File: config.mk
export PLATFORM = sky130hd
export DESIGN_NAME = pin_toggle_monitor
export DESIGN_NICKNAME = d
export VERILOG_FILES = /design/src/rtl/pin_toggle_monitor_pkg.sv /design/src/rtl/pin_edge_sync.sv /design/src/rtl/pin_toggle_monitor.sv
export SDC_FILE = /design/constraint.sdc
export NUM_CORES = 1
export LEC_CHECK = 0
export ABC_AREA = 1
export ABC_CLOCK_PERIOD_IN_PS = 2800
export CORE_MARGIN = 3
export CORE_UTILIZATION = 40
export DETAILED_ROUTE_END_ITERATION = 6
export REMOVE_ABC_BUFFERS = 1
export SYNTH_ARGS = -nofsm -noshare
export SYNTH_HDL_FRONTEND = slang
export SYNTH_HIERARCHICAL = 1
export SYNTH_SLANG_ARGS = --single-unit
File: constraint.sdc
create_clock -name fpga_clk -period 2.8 [get_ports fpga_clk]
set_input_delay 0.42 -clock fpga_clk [delete_from_list [all_inputs] [get_ports fpga_clk]]
set_output_delay 0.42 -clock fpga_clk [all_outputs]
set_load 0.02 [all_outputs]
File: src/rtl/pin_toggle_monitor_pkg.sv
// pin_toggle_monitor_pkg: shared state encoding, default parameters and helpers
package pin_toggle_monitor_pkg;

    typedef enum logic [1:0] {
        ST_IDLE    = 2'd0,
        ST_MEASURE = 2'd1,
        ST_LOCKED  = 2'd2,
        ST_FAIL    = 2'd3
    } state_t;

    localparam int unsigned DEF_EXP_HALF = 5000001;
    localparam int unsigned DEF_TOL      = 16;
    localparam int unsigned DEF_TIMEOUT  = 10000002;
    localparam int unsigned DEF_GOOD_REQ = 4;

    function automatic logic [15:0] sat_inc16(input logic [15:0] v);
        return (v == 16'hFFFF) ? v : v + 16'd1;
    endfunction

endpackage

File: src/rtl/pin_edge_sync.sv
// pin_edge_sync: two-flop synchronizer plus history flop, registered any-edge pulse
module pin_edge_sync (
    input  logic fpga_clk,
    input  logic fpga_rstn,
    input  logic pin_in,
    output logic edge_pulse
);

    logic sync1;
    logic sync2;
    logic hist;

    // Synchronize the pin, keep one sample of history and flag any change
    always_ff @(posedge fpga_clk or negedge fpga_rstn) begin
        if (!fpga_rstn) begin
            sync1      <= 1'b0;
            sync2      <= 1'b0;
            hist       <= 1'b0;
            edge_pulse <= 1'b0;
        end else begin
            sync1      <= pin_in;
            sync2      <= sync1;
            hist       <= sync2;
            edge_pulse <= sync2 ^ hist;
        end
    end

endmodule

File: src/rtl/pin_toggle_monitor.sv
// pin_toggle_monitor: measures pin edge-to-edge intervals, locks on a good rate, flags drift or a stuck pin
module pin_toggle_monitor
    import pin_toggle_monitor_pkg::*;
#(
    parameter int unsigned EXP_HALF = DEF_EXP_HALF,
    parameter int unsigned TOL      = DEF_TOL,
    parameter int unsigned TIMEOUT  = DEF_TIMEOUT,
    parameter int unsigned GOOD_REQ = DEF_GOOD_REQ
) (
    input  logic        fpga_clk,
    input  logic        fpga_rstn,
    input  logic        pin_in,
    input  logic        clr,
    output logic        period_valid,
    output logic [31:0] last_period,
    output logic [15:0] good_cnt,
    output logic [15:0] bad_cnt,
    output logic        status_ok,
    output logic        status_fail,
    output logic        stuck
);

    localparam logic [31:0] WIN_LO   = 32'(EXP_HALF - TOL);
    localparam logic [31:0] WIN_HI   = 32'(EXP_HALF + TOL);
    localparam logic [31:0] TO_LAST  = 32'(TIMEOUT - 1);
    localparam logic [31:0] CNT_MAX  = 32'hFFFF_FFFF;
    localparam logic [15:0] GOOD_LIM = 16'(GOOD_REQ);

    state_t      state;
    state_t      state_nxt;
    logic        edge_pulse;
    logic [31:0] period_cnt;
    logic [31:0] measured;
    logic [15:0] consec_good;
    logic [15:0] consec_nxt;
    logic [15:0] consec_inc;
    logic        in_win;
    logic        timeout_hit;
    logic        measure_now;
    logic        stuck_set;

    pin_edge_sync u_sync (
        .fpga_clk  (fpga_clk),
        .fpga_rstn (fpga_rstn),
        .pin_in    (pin_in),
        .edge_pulse(edge_pulse)
    );

    // The counter is about to reach TIMEOUT this cycle; a coincident edge takes priority
    assign measured    = (period_cnt == CNT_MAX) ? period_cnt : period_cnt + 32'd1;
    assign in_win      = (measured >= WIN_LO) && (measured <= WIN_HI);
    assign timeout_hit = !edge_pulse && (period_cnt == TO_LAST);
    assign measure_now = edge_pulse && (state != ST_IDLE);
    assign consec_inc  = consec_good + 16'd1;
    assign stuck_set   = timeout_hit && (state != ST_FAIL);

    // Next-state and consecutive-good tracking
    always_comb begin
        state_nxt  = state;
        consec_nxt = consec_good;
        unique case (state)
            ST_IDLE:    state_nxt = edge_pulse ? ST_MEASURE : (timeout_hit ? ST_FAIL : ST_IDLE);
            ST_MEASURE: begin
                consec_nxt = edge_pulse ? (in_win ? consec_inc : 16'd0) : consec_good;
                state_nxt  = (edge_pulse && in_win && consec_inc >= GOOD_LIM) ? ST_LOCKED :
                             (timeout_hit ? ST_FAIL : ST_MEASURE);
            end
            ST_LOCKED:  state_nxt = ((edge_pulse && !in_win) || timeout_hit) ? ST_FAIL : ST_LOCKED;
            default:    state_nxt = ST_FAIL;
        endcase
        if (clr) state_nxt = ST_IDLE;
    end

    // State register with status flags decoded from the next state
    always_ff @(posedge fpga_clk or negedge fpga_rstn) begin
        if (!fpga_rstn) begin
            state       <= ST_IDLE;
            status_ok   <= 1'b0;
            status_fail <= 1'b0;
        end else begin
            state       <= state_nxt;
            status_ok   <= (state_nxt == ST_LOCKED);
            status_fail <= (state_nxt == ST_FAIL);
        end
    end

    // Interval counter, measurement capture and saturating tallies
    always_ff @(posedge fpga_clk or negedge fpga_rstn) begin
        if (!fpga_rstn) begin
            period_cnt   <= '0;
            period_valid <= 1'b0;
            last_period  <= '0;
            good_cnt     <= '0;
            bad_cnt      <= '0;
            consec_good  <= '0;
            stuck        <= 1'b0;
        end else if (clr) begin
            period_cnt   <= '0;
            period_valid <= 1'b0;
            last_period  <= '0;
            good_cnt     <= '0;
            bad_cnt      <= '0;
            consec_good  <= '0;
            stuck        <= 1'b0;
        end else begin
            period_cnt   <= edge_pulse ? '0 : measured;
            period_valid <= measure_now;
            consec_good  <= consec_nxt;
            stuck        <= stuck | stuck_set;
            if (measure_now) begin
                last_period <= measured;
                good_cnt    <= in_win ? sat_inc16(good_cnt) : good_cnt;
                bad_cnt     <= in_win ? bad_cnt : sat_inc16(bad_cnt);
            end
        end
    end

endmodule

==> results of run 1 <==
==> state kept, by name (all words and copies together), names as in the netlist <==
signal and cells:
u_sync/sync2 1, u_sync/edge_pulse 1, last_period 32, period_cnt 32, status_ok 1, good_cnt 16, stuck 1, state 2
bad_cnt 16, u_sync/sync1 1, u_sync/hist 1, period_valid 1, consec_good 16, status_fail 1
==> worst register-to-register path, cell delays in order, from the launching register on <==
cell	delay (ns)
dfrtp_2	0.50
nand2_4	0.10
nor2_2	0.16
nand2_1	0.12
nor2_2	0.19
nand2_1	0.07
nand2_1	0.05
nand2_1	0.05
clkinv_1	0.06
nand3_1	0.09
nor2_2	0.14
nand2_2	0.11
nor2_4	0.14
nand2_1	0.07
nand2_2	0.08
nand2_4	0.08
nand2_4	0.11
nand2_8	0.08
buf_12	0.16
nor3_1	0.17
nor3b_2	0.07
==> area by class of cell <==
| type | count | area [um^2] |
|---|---|---|
| Sequential cell | 122 | 3062 |
| Fill cell | 1604 | 7571 |
| Clock inverter | 11 | 142.6 |
| Tap cell | 225 | 281.5 |
| Inverter | 128 | 485.5 |
| Timing Repair Buffer | 155 | 1443 |
| Clock buffer | 21 | 470.5 |
| Multi-Input combinational cell | 692 | 3901 |
==> power breakdown <==
group / switching (mW) / total, mW / internal, mW / leakage (nW)
combinational: 0.168 / 0.243 / 0.0751 / 2.31
clock: 0.817 / 2.29 / 1.47 / 0.299
sequential: 0.0134 / 1.79 / 1.78 / 1.68
total: 0.999 / 4.32 / 3.32 / 4.29
==> worst min path at each step <==
stage / start / endpoint / slack (ns) / cells past startpoint
after floorplan: fpga_rstn / bad_cnt[0] / 0.12 / 0
after global placement: u_sync/sync1 / u_sync/sync2 / 0.37 / 0
after detailed placement: u_sync/sync1 / u_sync/sync2 / 0.37 / 0
after CTS: fpga_rstn / period_cnt[30] / 0.04 / 2
after global routing: fpga_rstn / period_cnt[30] / 0.09 / 2
final: fpga_rstn / period_cnt[30] / 0.04 / 2
==> kinds of logic (layout without fill, tap and decap cells) <==
group | Yosys count | in the layout | synth area share [%]
simple gates | 548 | 549 | 34.56
fa+ha+maj | 6 | 6 | 1.057
flops | 122 | 122 | 43.00
xor+xnor | 28 | 28 | 3.454
compound gates | 109 | 109 | 9.040
buf+inv | 156 | 315 | 8.899
==> timing repair <==
action / 4_1_cts / 5_1_grt
hold buffers: 0 / 0
gates resized for setup: 5 / 147
pin swaps: 0 / 39
setup buffers: 0 / 25
endpoints found under the setup margin: 32 / 52
endpoints found under the hold margin: 0 / 0
cloned: 0 / 3
==> per-stage QoR <==
stage / instance area [um^2] / TNS, ns / util (%) / worst slack (ns)
final: 9786 / 0 / 56.38 / 0.06306
after global routing: 9786 / -1.163 / 56.38 / -0.09344
after CTS: 9039 / 0 / 52.08 / 0.003004
after detailed placement: 8404 / -1.479 / 48.42 / -0.08608
after global placement: 8404 / -0.8720 / 48.42 / -0.05344
after floorplan: 6949 / -1.451 / - / -0.1413
==> cells in the final DEF, fill, tap and decap left out, drive strengths merged, types with 9 or more instances in the layout <==
| cell | count |
|---|---|
| dfrtp | 122 |
| nor4 | 9 |
| inv | 126 |
| nand3 | 101 |
| a21oi | 13 |
| nor3 | 18 |
| buf | 83 |
| clkdlybuf4s50 | 70 |
| nand2 | 254 |
| nand4 | 20 |
| xor2 | 23 |
| o31ai | 11 |
| o21ai | 63 |
| nor2 | 141 |
| clkbuf | 23 |
==> routing by layer <==
metal	part of all wire [%]	up-vias
met1	46	3317
met5	0	-
met2	48	238
met3	5.0	26
met4	1.2	0
li1	-	3429
==> run_results.csv, run 1 <==
group,metric,value,unit
sta,worst_pin_slew,0.8824,ns
critical_path,cpLargestDelayFamily,"simple AND/OR/NAND/NOR gates",
critical_path,worstSetupStartpoint,"period_cnt[2]",
critical_path,cpMostUsedCell,"nand2_1",
critical_path,critPathMaxStageDelay,0.50,ns
yosys,synth.area.top_cells,"dfrtp_1 43%, nand2_1 13%, nand3_1 7.0%",
die,die_w,139.2,um
clock_network,cts_max_level,4,
critical_path,cp_data_required_time,3.09,ns
yosys,synth_area,7101,um^2
sta,finalSetupViolations,0,
grt,grt_pass1_wl,33.51,mm
place,gp_congestion,0.9886,
critical_path,crit_path_end_kind,"flop",
cells_and_area,fin_nets,1126,
power,irDropWorstVdd,435.9,uV
outcome,status,"complete, no violations",
die,rows,48,
power,p_leak,4.286,nW
grt,top_usage_layer,"met2",
cells_and_area,drive_gt1_share,23.21,%
yosys,synth_common_cells,"237 x nand2_1, 131 x nor2_1, 122 x dfrtp_1, 122 x inv_1, 100 x nand3_1",
sta,fin_worst_skew,0.01970,ns
clock_network,clkLatencyLatePin,0.42,ns
job,drv_cap,0,
critical_path,r2r_cells,20,
clock_network,root_buffer,"clkbuf_16",
sta,grt_setup_unrepaired,"true",
die,die_h,139.2,um
critical_path,crit_slowest_cell,"dfrtp_2",
detailed_routing,ant_nets,0,
critical_path,startpoint_type,"flop",
cells_and_area,areaGrowthSynthToFinish,37.82,%
clock_network,cts.sinks,122,
yosys,netlist_instances,969,
yosys,ys_ff_latch,122,
critical_path,worstSetupPathDepth,20,
sta,timing.final.crit_share,97.75,%
detailed_routing,drt_first_pass_iters,6,
detailed_routing,drt_iter0_drc,466,
clock_network,cts_tree,"built",
die,dieArea,19390,um^2
place,dp_cells,1294,
critical_path,path_buf_inv,2,
yosys,ys_types,41,
power,power_per_cell_area,441.5,nW/um^2
yosys,synthArstFlopShare,100.0,%
detailed_routing,vias,7010,
sta,maxSlewViolCount,0,
yosys,synth.most_common_cell,"nand2_1",
grt,grt-ovfl-total,0,
yosys,synth_edf_count,0,
sta,maxSlewHeadroom,41.11,%
critical_path,path_cells,"nand2_4 > nor2_2 > nand2_1 > nor2_2 > nand2_1 > nand2_1 > nand2_1 > clkinv_1 > nand3_1 > nor2_2 > nand2_2 > nor2_4 > nand2_1 > nand2_2 > nand2_4 > nand2_4 > nand2_8 > buf_12 > nor3_1 > nor3b_2",
place,dp_hpwl,14.70,mm
sta,hold_slack,0.04192,ns
sta,fmax,365.4,MHz
die,floorplan.initialDensity,40.91,%
grt,use_met3,4.089,%
clock_network,cts_buffer_depth,2,
critical_path,timing.rr.start,"period_cnt[2]",
clock_network,cts_buffers,17,
yosys,synth_top_cell_area_share,43.00,%
die,io-pin-count,72,
yosys,synth_flop_cell,"dfrtp_1",
power,power,4.321,mW
critical_path,reg2reg_to,"bad_cnt[9]",
detailed_routing,wl_per_cell,15.80,um
place,portBuffers,71,
detailed_routing,drt_wl_total,21.39,mm
clock_network,cts.reportedPaths.clkPinSlew,0.06,ns
min_path,hold_class,"in -> async",
grt,grt_max_degree,85,
grt,grt_pass1_vias,6504,
critical_path,critical_path_arrival,3.03,ns
critical_path,path_class,"reg -> reg",
critical_path,regToRegSetupSlack,0.06,ns
detailed_routing,vias_per_cell,5.177,
grt,antenna_found_initial,0,
detailed_routing,remaining_drc_errors,0,
sta,hold_viol,0,
critical_path,cp_max_fo,6,
die,fp.coreArea,17360,um^2
yosys,ys_seq_area_share,43.00,%
grt,met1_usage,29.91,%
yosys,ys_warn_count,6,
grt,gr-usage-all-layers,21.18,%
sta,fin_crit,2.737,ns
yosys,yosysTopAreaCell,"dfrtp_1",
cells_and_area,instances_no_fill,1354,
grt,met2_usage,33.64,%
critical_path,critPathCapture,"bad_cnt[9]",
cells_and_area,n_antenna_cell,0,
yosys,avgSynthCellArea,7.328,um^2
Note: power is estimated with default switching activity, not from simulation.
==> inputs of run 2 (changes only) <==
--- a/config.mk
+++ b/config.mk
@@ -9,6 +9,7 @@
 export ABC_CLOCK_PERIOD_IN_PS = 2800
 export CORE_MARGIN = 3
 export CORE_UTILIZATION = 40
+export CTS_CLUSTER_SIZE = 10
 export DETAILED_ROUTE_END_ITERATION = 6
 export REMOVE_ABC_BUFFERS = 1
 export SYNTH_ARGS = -nofsm -noshare
==> results of run 2 <==
Final layout, timing and power as in run 1 (identical DEF).
==> inputs of run 3 (changes only) <==
--- a/config.mk
+++ b/config.mk
@@ -6,11 +6,12 @@
 export NUM_CORES = 1
 export LEC_CHECK = 0
 export ABC_AREA = 1
-export ABC_CLOCK_PERIOD_IN_PS = 2800
+export CAP_MARGIN = 20
 export CORE_MARGIN = 3
 export CORE_UTILIZATION = 40
 export CTS_CLUSTER_SIZE = 10
 export DETAILED_ROUTE_END_ITERATION = 6
+export GPL_TIMING_DRIVEN = 0
 export REMOVE_ABC_BUFFERS = 1
 export SYNTH_ARGS = -nofsm -noshare
 export SYNTH_HDL_FRONTEND = slang
==> run_results.csv, run 3 (same netlist as run 1, synthesis figures left out) <==
group,metric,value,unit
outcome,status,"complete, no violations",
die,die_w,139.2,um
place,gp_congestion,0.9342,
sta,worst_pin_slew,0.9943,ns
detailed_routing,remaining_drc_errors,0,
detailed_routing,ant_nets,0,
cells_and_area,postLayoutCoreUtil,57.17,%
sta,hold_viol,0,
clock_network,clkLatencyLatePin,0.42,ns
cells_and_area,mostFrequentLayoutCell,"nand2_1",
critical_path,startpoint_type,"flop",
grt,gr-usage-all-layers,21.54,%
clock_network,cts_tree,"built",
sta,grt_setup_unrepaired,"true",
cells_and_area,fin_nets,1108,
die,io-pin-count,72,
cells_and_area,n_antenna_cell,0,
die,dieArea,19390,um^2
die,rows,48,
cells_and_area,drive_gt1_share,24.75,%
grt,antenna_found_initial,0,
min_path,hold_class,"reg -> reg",
grt,grt-ovfl-total,0,
grt,grt_pass1_wl,34.05,mm
critical_path,crit_path_end_kind,"flop",
die,die_h,139.2,um
detailed_routing,drt_wl_total,21.34,mm
clock_network,cts_buffer_depth,2,
clock_network,root_buffer,"clkbuf_16",
clock_network,cts.sinks,122,
critical_path,cp_data_required_time,3.06,ns
critical_path,critical_path_arrival,3.05,ns
critical_path,path_class,"reg -> reg",
sta,fin_worst_skew,0.008428,ns
detailed_routing,vias,6892,
place,portBuffers,71,
grt,grt_max_degree,78,
critical_path,cp_max_fo,8,
sta,maxSlewHeadroom,33.71,%
detailed_routing,drt_first_pass_iters,5,
sta,fmax,359.0,MHz
die,floorplan.initialDensity,40.91,%
power,power_per_cell_area,438.0,nW/um^2
sta,maxSlewViolCount,0,
die,fp.coreArea,17360,um^2
sta,fin_crit,2.785,ns
sta,timing.final.crit_share,99.48,%
sta,finalSetupViolations,0,
clock_network,cts.reportedPaths.clkPinSlew,0.06,ns
cells_and_area,final_cell_mix,"200 x nand2_1, 115 x inv_1, 111 x dfrtp_1, 95 x nor2_1, 82 x nand3_1",
power,irDropWorstVdd,406.1,uV
clock_network,cts_buffers,17,
detailed_routing,wl_per_cell,15.97,um
cells_and_area,areaGrowthSynthToFinish,39.75,%
job,drv_cap,0,
grt,grt_pass1_vias,6535,
detailed_routing,vias_per_cell,5.159,
power,p_leak,4.190,nW
cells_and_area,reg_top3,"last_period (32), period_cnt (32)",
place,dp_hpwl,13.48,mm
detailed_routing,drt_iter0_drc,485,
sta,tns,0,ns
clock_network,cts_max_level,4,
-- run 3: cell types whose count changed in the layout (fill, tap and decap cells not counted), sizes merged, moves of 4 or more --
cell / change
clkbuf: -6
nand2: +6
buf: -26
clkinvlp: +4
-- run 3: worst paths after layout --
check | start | to | slack (ns) | cells after the start
min in group asynchronous | fpga_rstn | last_period[27] | 0.50 | 2
max in group asynchronous | fpga_rstn | period_cnt[13] | 1.53 | 3
worst max register to register | period_cnt[30] | state[0] | 0.01 | 21
worst min register to register | u_sync/sync1 | u_sync/sync2 | 0.35 | 0
worst min-delay path | u_sync/sync1 | u_sync/sync2 | 0.35 | 0
worst max-delay path | period_cnt[30] | state[0] | 0.01 | 21
-- run 3: per-stage QoR --
step / total power, mW / setup WS (ns) / cells / hold slack [ns] / cell area, um^2
5_1_grt: 4.500 / -0.1598 / 1336 / 0.3568 / 9923
4_1_cts: 4.352 / 0.004905 / 1304 / 0.3498 / 9163
3_3_place_gp: 2.016 / -3.662 / 1237 / 0.3356 / 7941
6_report: 4.347 / 0.01453 / 1336 / 0.3461 / 9923
3_5_place_dp: 2.025 / -0.9971 / 1239 / 0.3358 / 7990
2_1_floorplan: 1.914 / -0.1413 / 941 / 0.1244 / 6949
-- run 3: metal layers --
| metal | up-vias | wire (um) | GRT usage (%) |
|---|---|---|---|
| met5 | - | 0 | 0 |
| met4 | 0 | 422 | 7.518 |
| met3 | 29 | 953 | 4.192 |
| met2 | 188 | 9756 | 32.65 |
| met1 | 3268 | 10200 | 30.91 |
| li1 | 3407 | - | - |
-- run 3: area by class of cell --
| cell class | instances | area, um^2 |
|---|---|---|
| fill | 1568 | 7433 |
| clock buffer | 17 | 425.4 |
| tap | 225 | 281.5 |
| timing repair buffer | 128 | 1259 |
| inverter | 128 | 505.5 |
| sequential | 122 | 3067 |
| multi-input combinational | 699 | 4184 |
| clock inverter | 15 | 188.9 |
| timing repair inverter | 2 | 12.51 |
-- run 3: critical path, cell delays in order, from the launching register on --
cell	delay [ns]
dfrtp_1	0.46
nand2_1	0.10
nor2_1	0.16
nand2_1	0.11
nor2_4	0.18
buf_4	0.15
nand2_4	0.12
nand3_1	0.13
inv_1	0.06
nand2_1	0.07
nor2_1	0.05
nand2_2	0.14
nor2_4	0.06
nand2_1	0.07
nand2_2	0.06
nand2_4	0.13
buf_6	0.11
nand4_1	0.11
nor2_1	0.13
nor2_1	0.06
nor2_2	0.11
nor2_1	0.05
-- run 3: repair_timing --
action	4_1_cts	5_1_grt
hold endpoints to repair	45	0
setup buffers	27	27
setup endpoints to repair	82	82
resized for setup	65	154
pin swaps	18	41
cloned	5	5
hold buffers	1	0
-- run 3: power breakdown --
part | internal (mW) | switching [mW] | total, mW
registers | 1.78 | 0.0133 | 1.79
clock network | 1.41 | 0.872 | 2.29
logic | 0.0776 | 0.192 | 0.269
==> variant (settings of run 2) <==
Register the output `status_fail` once more, with the module's reset; this adds one clock of latency there. The other outputs are not delayed to match.
--- a/src/rtl/pin_toggle_monitor.sv
+++ b/src/rtl/pin_toggle_monitor.sv
@@ -25,6 +25,8 @@
     localparam logic [31:0] TO_LAST  = 32'(TIMEOUT - 1);
     localparam logic [31:0] CNT_MAX  = 32'hFFFF_FFFF;
     localparam logic [15:0] GOOD_LIM = 16'(GOOD_REQ);
+
+    logic status_fail_s0;
 
     state_t      state;
     state_t      state_nxt;
@@ -76,11 +78,11 @@
         if (!fpga_rstn) begin
             state       <= ST_IDLE;
             status_ok   <= 1'b0;
-            status_fail <= 1'b0;
+            status_fail_s0 <= 1'b0;
         end else begin
             state       <= state_nxt;
             status_ok   <= (state_nxt == ST_LOCKED);
-            status_fail <= (state_nxt == ST_FAIL);
+            status_fail_s0 <= (state_nxt == ST_FAIL);
         end
     end
 
@@ -115,5 +117,13 @@
         end
     end
 
+    always_ff @(posedge fpga_clk or negedge fpga_rstn) begin
+        if (!fpga_rstn) begin
+            status_fail <= '0;
+        end else begin
+            status_fail <= status_fail_s0;
+        end
+    end
+
 endmodule
 
Check against the original RTL: same outputs for any inputs over 10 cycles, from zero or initial values and one cycle with fpga_rstn low; that may be too few to reach the edited logic, so the function may still have changed.
==> variant against run 2 <==
Clock skew fell by 3.5 ps; global-route usage fell by 0.093 points; design area grew 1.2%; routed wire length fell by 1.6%; synthesized area increased by 0.35%; setup slack got worse by 15 ps; first-iteration DRC count up 2.6%; total power shrank 0.30%; clock power decreased by 2%; via count is 0.64% lower; sequential cell count is 1 higher; utilization is 0.69 points higher; highest routed layer unchanged.
==> variant: results <==
metrics = {
    "critical_path": {
        "cp_max_fo": 7,
        "arrival_ps": 3070,
        "max_stage_delay_ps": 410,
        "path_delay_family": "simple AND/OR/NAND/NOR gates",
        "reg2regPathDepth": 17,
        "cpMaxStageDelayCell": "dfrtp_1",
    },
    "cells_and_area": {
        "top_regs": "last_period: 32 flops, period_cnt: 32 flops",
        "fillers": 1621,
        "drive_above_1_share_pct": 22.7,
        "nNetsFinal": 1133,
        "diodes": 0,
    },
    "synth": {
        "synth-seq-area-share_pct": 43.2,
        "yosys_most_used_dff": "dfrtp_1",
        "synth_cell_types": 41,
        "yosys_warnings": 6,
        "synth_common_cells": "nand2_1 (237), nor2_1 (131), dfrtp_1 (123)",
        "synthArstFlopShare_pct": 100,
        "synth_area_leaders": "dfrtp_1 (43%), nand2_1 (12%), nand3_1 (7.0%)",
    },
    "routing": {
        "vias": 6965,
        "firstDrtPassIters": 5,
        "wl_um": 21100,
        "drtIter0Drc": 478,
    },
    "sta": {
        "skew_ps": 16.2,
        "maxSlewHeadroom_pct": 37.7,
    },
    "placement": {
        "port_buffers": 71,
        "gp_congestion": 0.914,
        "dp_slack_ps": -106,
        "hpwl_um": 14700,
    },
    "clocking": {
        "clk_pin_slew_ps": 60,
        "h-tree-depth": 4,
        "cts_made_buffers": 17,
        "cts.root.buffer_cell": "clkbuf_16",
        "insertion_delay_ps": 440,
        "clockBufferDepth": 2,
    },
    "global_route": {
        "grt_pass1_wl_um": 33300,
        "grt_pass1_vias": 6527,
        "grt_max_degree": 58,
        "track_usage_pct": 21.1,
        "antenna_found_initial": 0,
    },
    "pwr": {
        "leakage_uw": 0.00430,
        "ir_worst_vdd_mv": 0.435,
    },
    "outcome": {
        "outcome": "complete, no violations",
    },
    "worst_hold_path": {
        "hp-class": "input port to async pin",
    },
}
## variant: changes by cell type after synthesis, sizes merged
| cell | before | now |
|---|---|---|
| dfrtp | 122 | 123 |
## variant: cells by family (layout without fill, tap and decap cells)
family | after synthesis | after routing | synth area share (%)
fa+ha+maj | 6 | 6 | 1.05
xor+xnor | 28 | 28 | 3.44
flops | 123 | 123 | 43.2
simple gates | 548 | 550 | 34.4
buf+inv | 156 | 320 | 8.87
compound gates | 109 | 109 | 9.01
## variant: worst reg2reg max path, cell delays in order, from the launching register on
cell     delay, ps
dfrtp_1        410
ha_4           190
inv_2           50
nor2_4         110
nand2_4         90
nor2_8         150
buf_12         150
nand3_1        100
nand2_2        140
nand4_1        170
nor3_2         160
buf_4          140
nand3_2         90
nand2_4        110
nand2_4         90
buf_4          140
buf_4          150
o32ai_2        200
## variant: per-layer routing
layer	up-vias	track usage, %	routed length, um
met5	-	0	0
met4	0	5.36	272
met3	27	3.78	812
met2	153	33.1	9820
met1	3330	30.3	10100
li1	3455	-	-
## variant: path summary, 6_finish.rpt
kind / to / slack (ps) / from
max in group asynchronous: period_cnt[8]$_DFF_PN0_ / 2140 / fpga_rstn
max reg2reg: consec_good[3]$_DFFE_PN0P_ / 50 / period_cnt[0]$_DFF_PN0_
min: last_period[27]$_DFFE_PN0P_ / 9 / fpga_rstn
min reg2reg: status_fail$_DFF_PN0_ / 350 / status_fail_s0$_DFF_PN0_
min in group fpga_clk: status_fail$_DFF_PN0_ / 350 / status_fail_s0$_DFF_PN0_
max: consec_good[3]$_DFFE_PN0P_ / 50 / period_cnt[0]$_DFF_PN0_
## variant: metrics by stage
stage                     instance area (sq um)  cells  total power [uW]
after floorplan                            6970    942              1930
after global placement                     8470   1296              2060
after detailed placement                   8470   1296              2060
after CTS                                  9160   1328              4320
after global routing                       9910   1361              4470
final                                      9910   1361              4310
## variant: final cells by class
type                       instances  area (sq um)  share of cell area, %
multi-input combinational        693          3930                   39.6
sequential                       123          3080                   31.1
timing repair buffer             160          1530                   15.4
inverter                         128           490                   4.95
clock buffer                      18           439                   4.43
tap                              225           282                   2.84
clock inverter                    14           159                   1.60
## variant: timing repair
action,CTS,global route
cloned,0,4
pin swaps,2,37
buffers inserted,0,29
gates resized for setup,23,124
endpoints found under the setup margin,27,52
## variant: where the power goes
part | leakage [uW] | internal, uW | switching [uW]
clock network | 0.000300 | 1360 | 894
logic | 0.00230 | 80.6 | 171
registers | 0.00170 | 1790 | 13.5
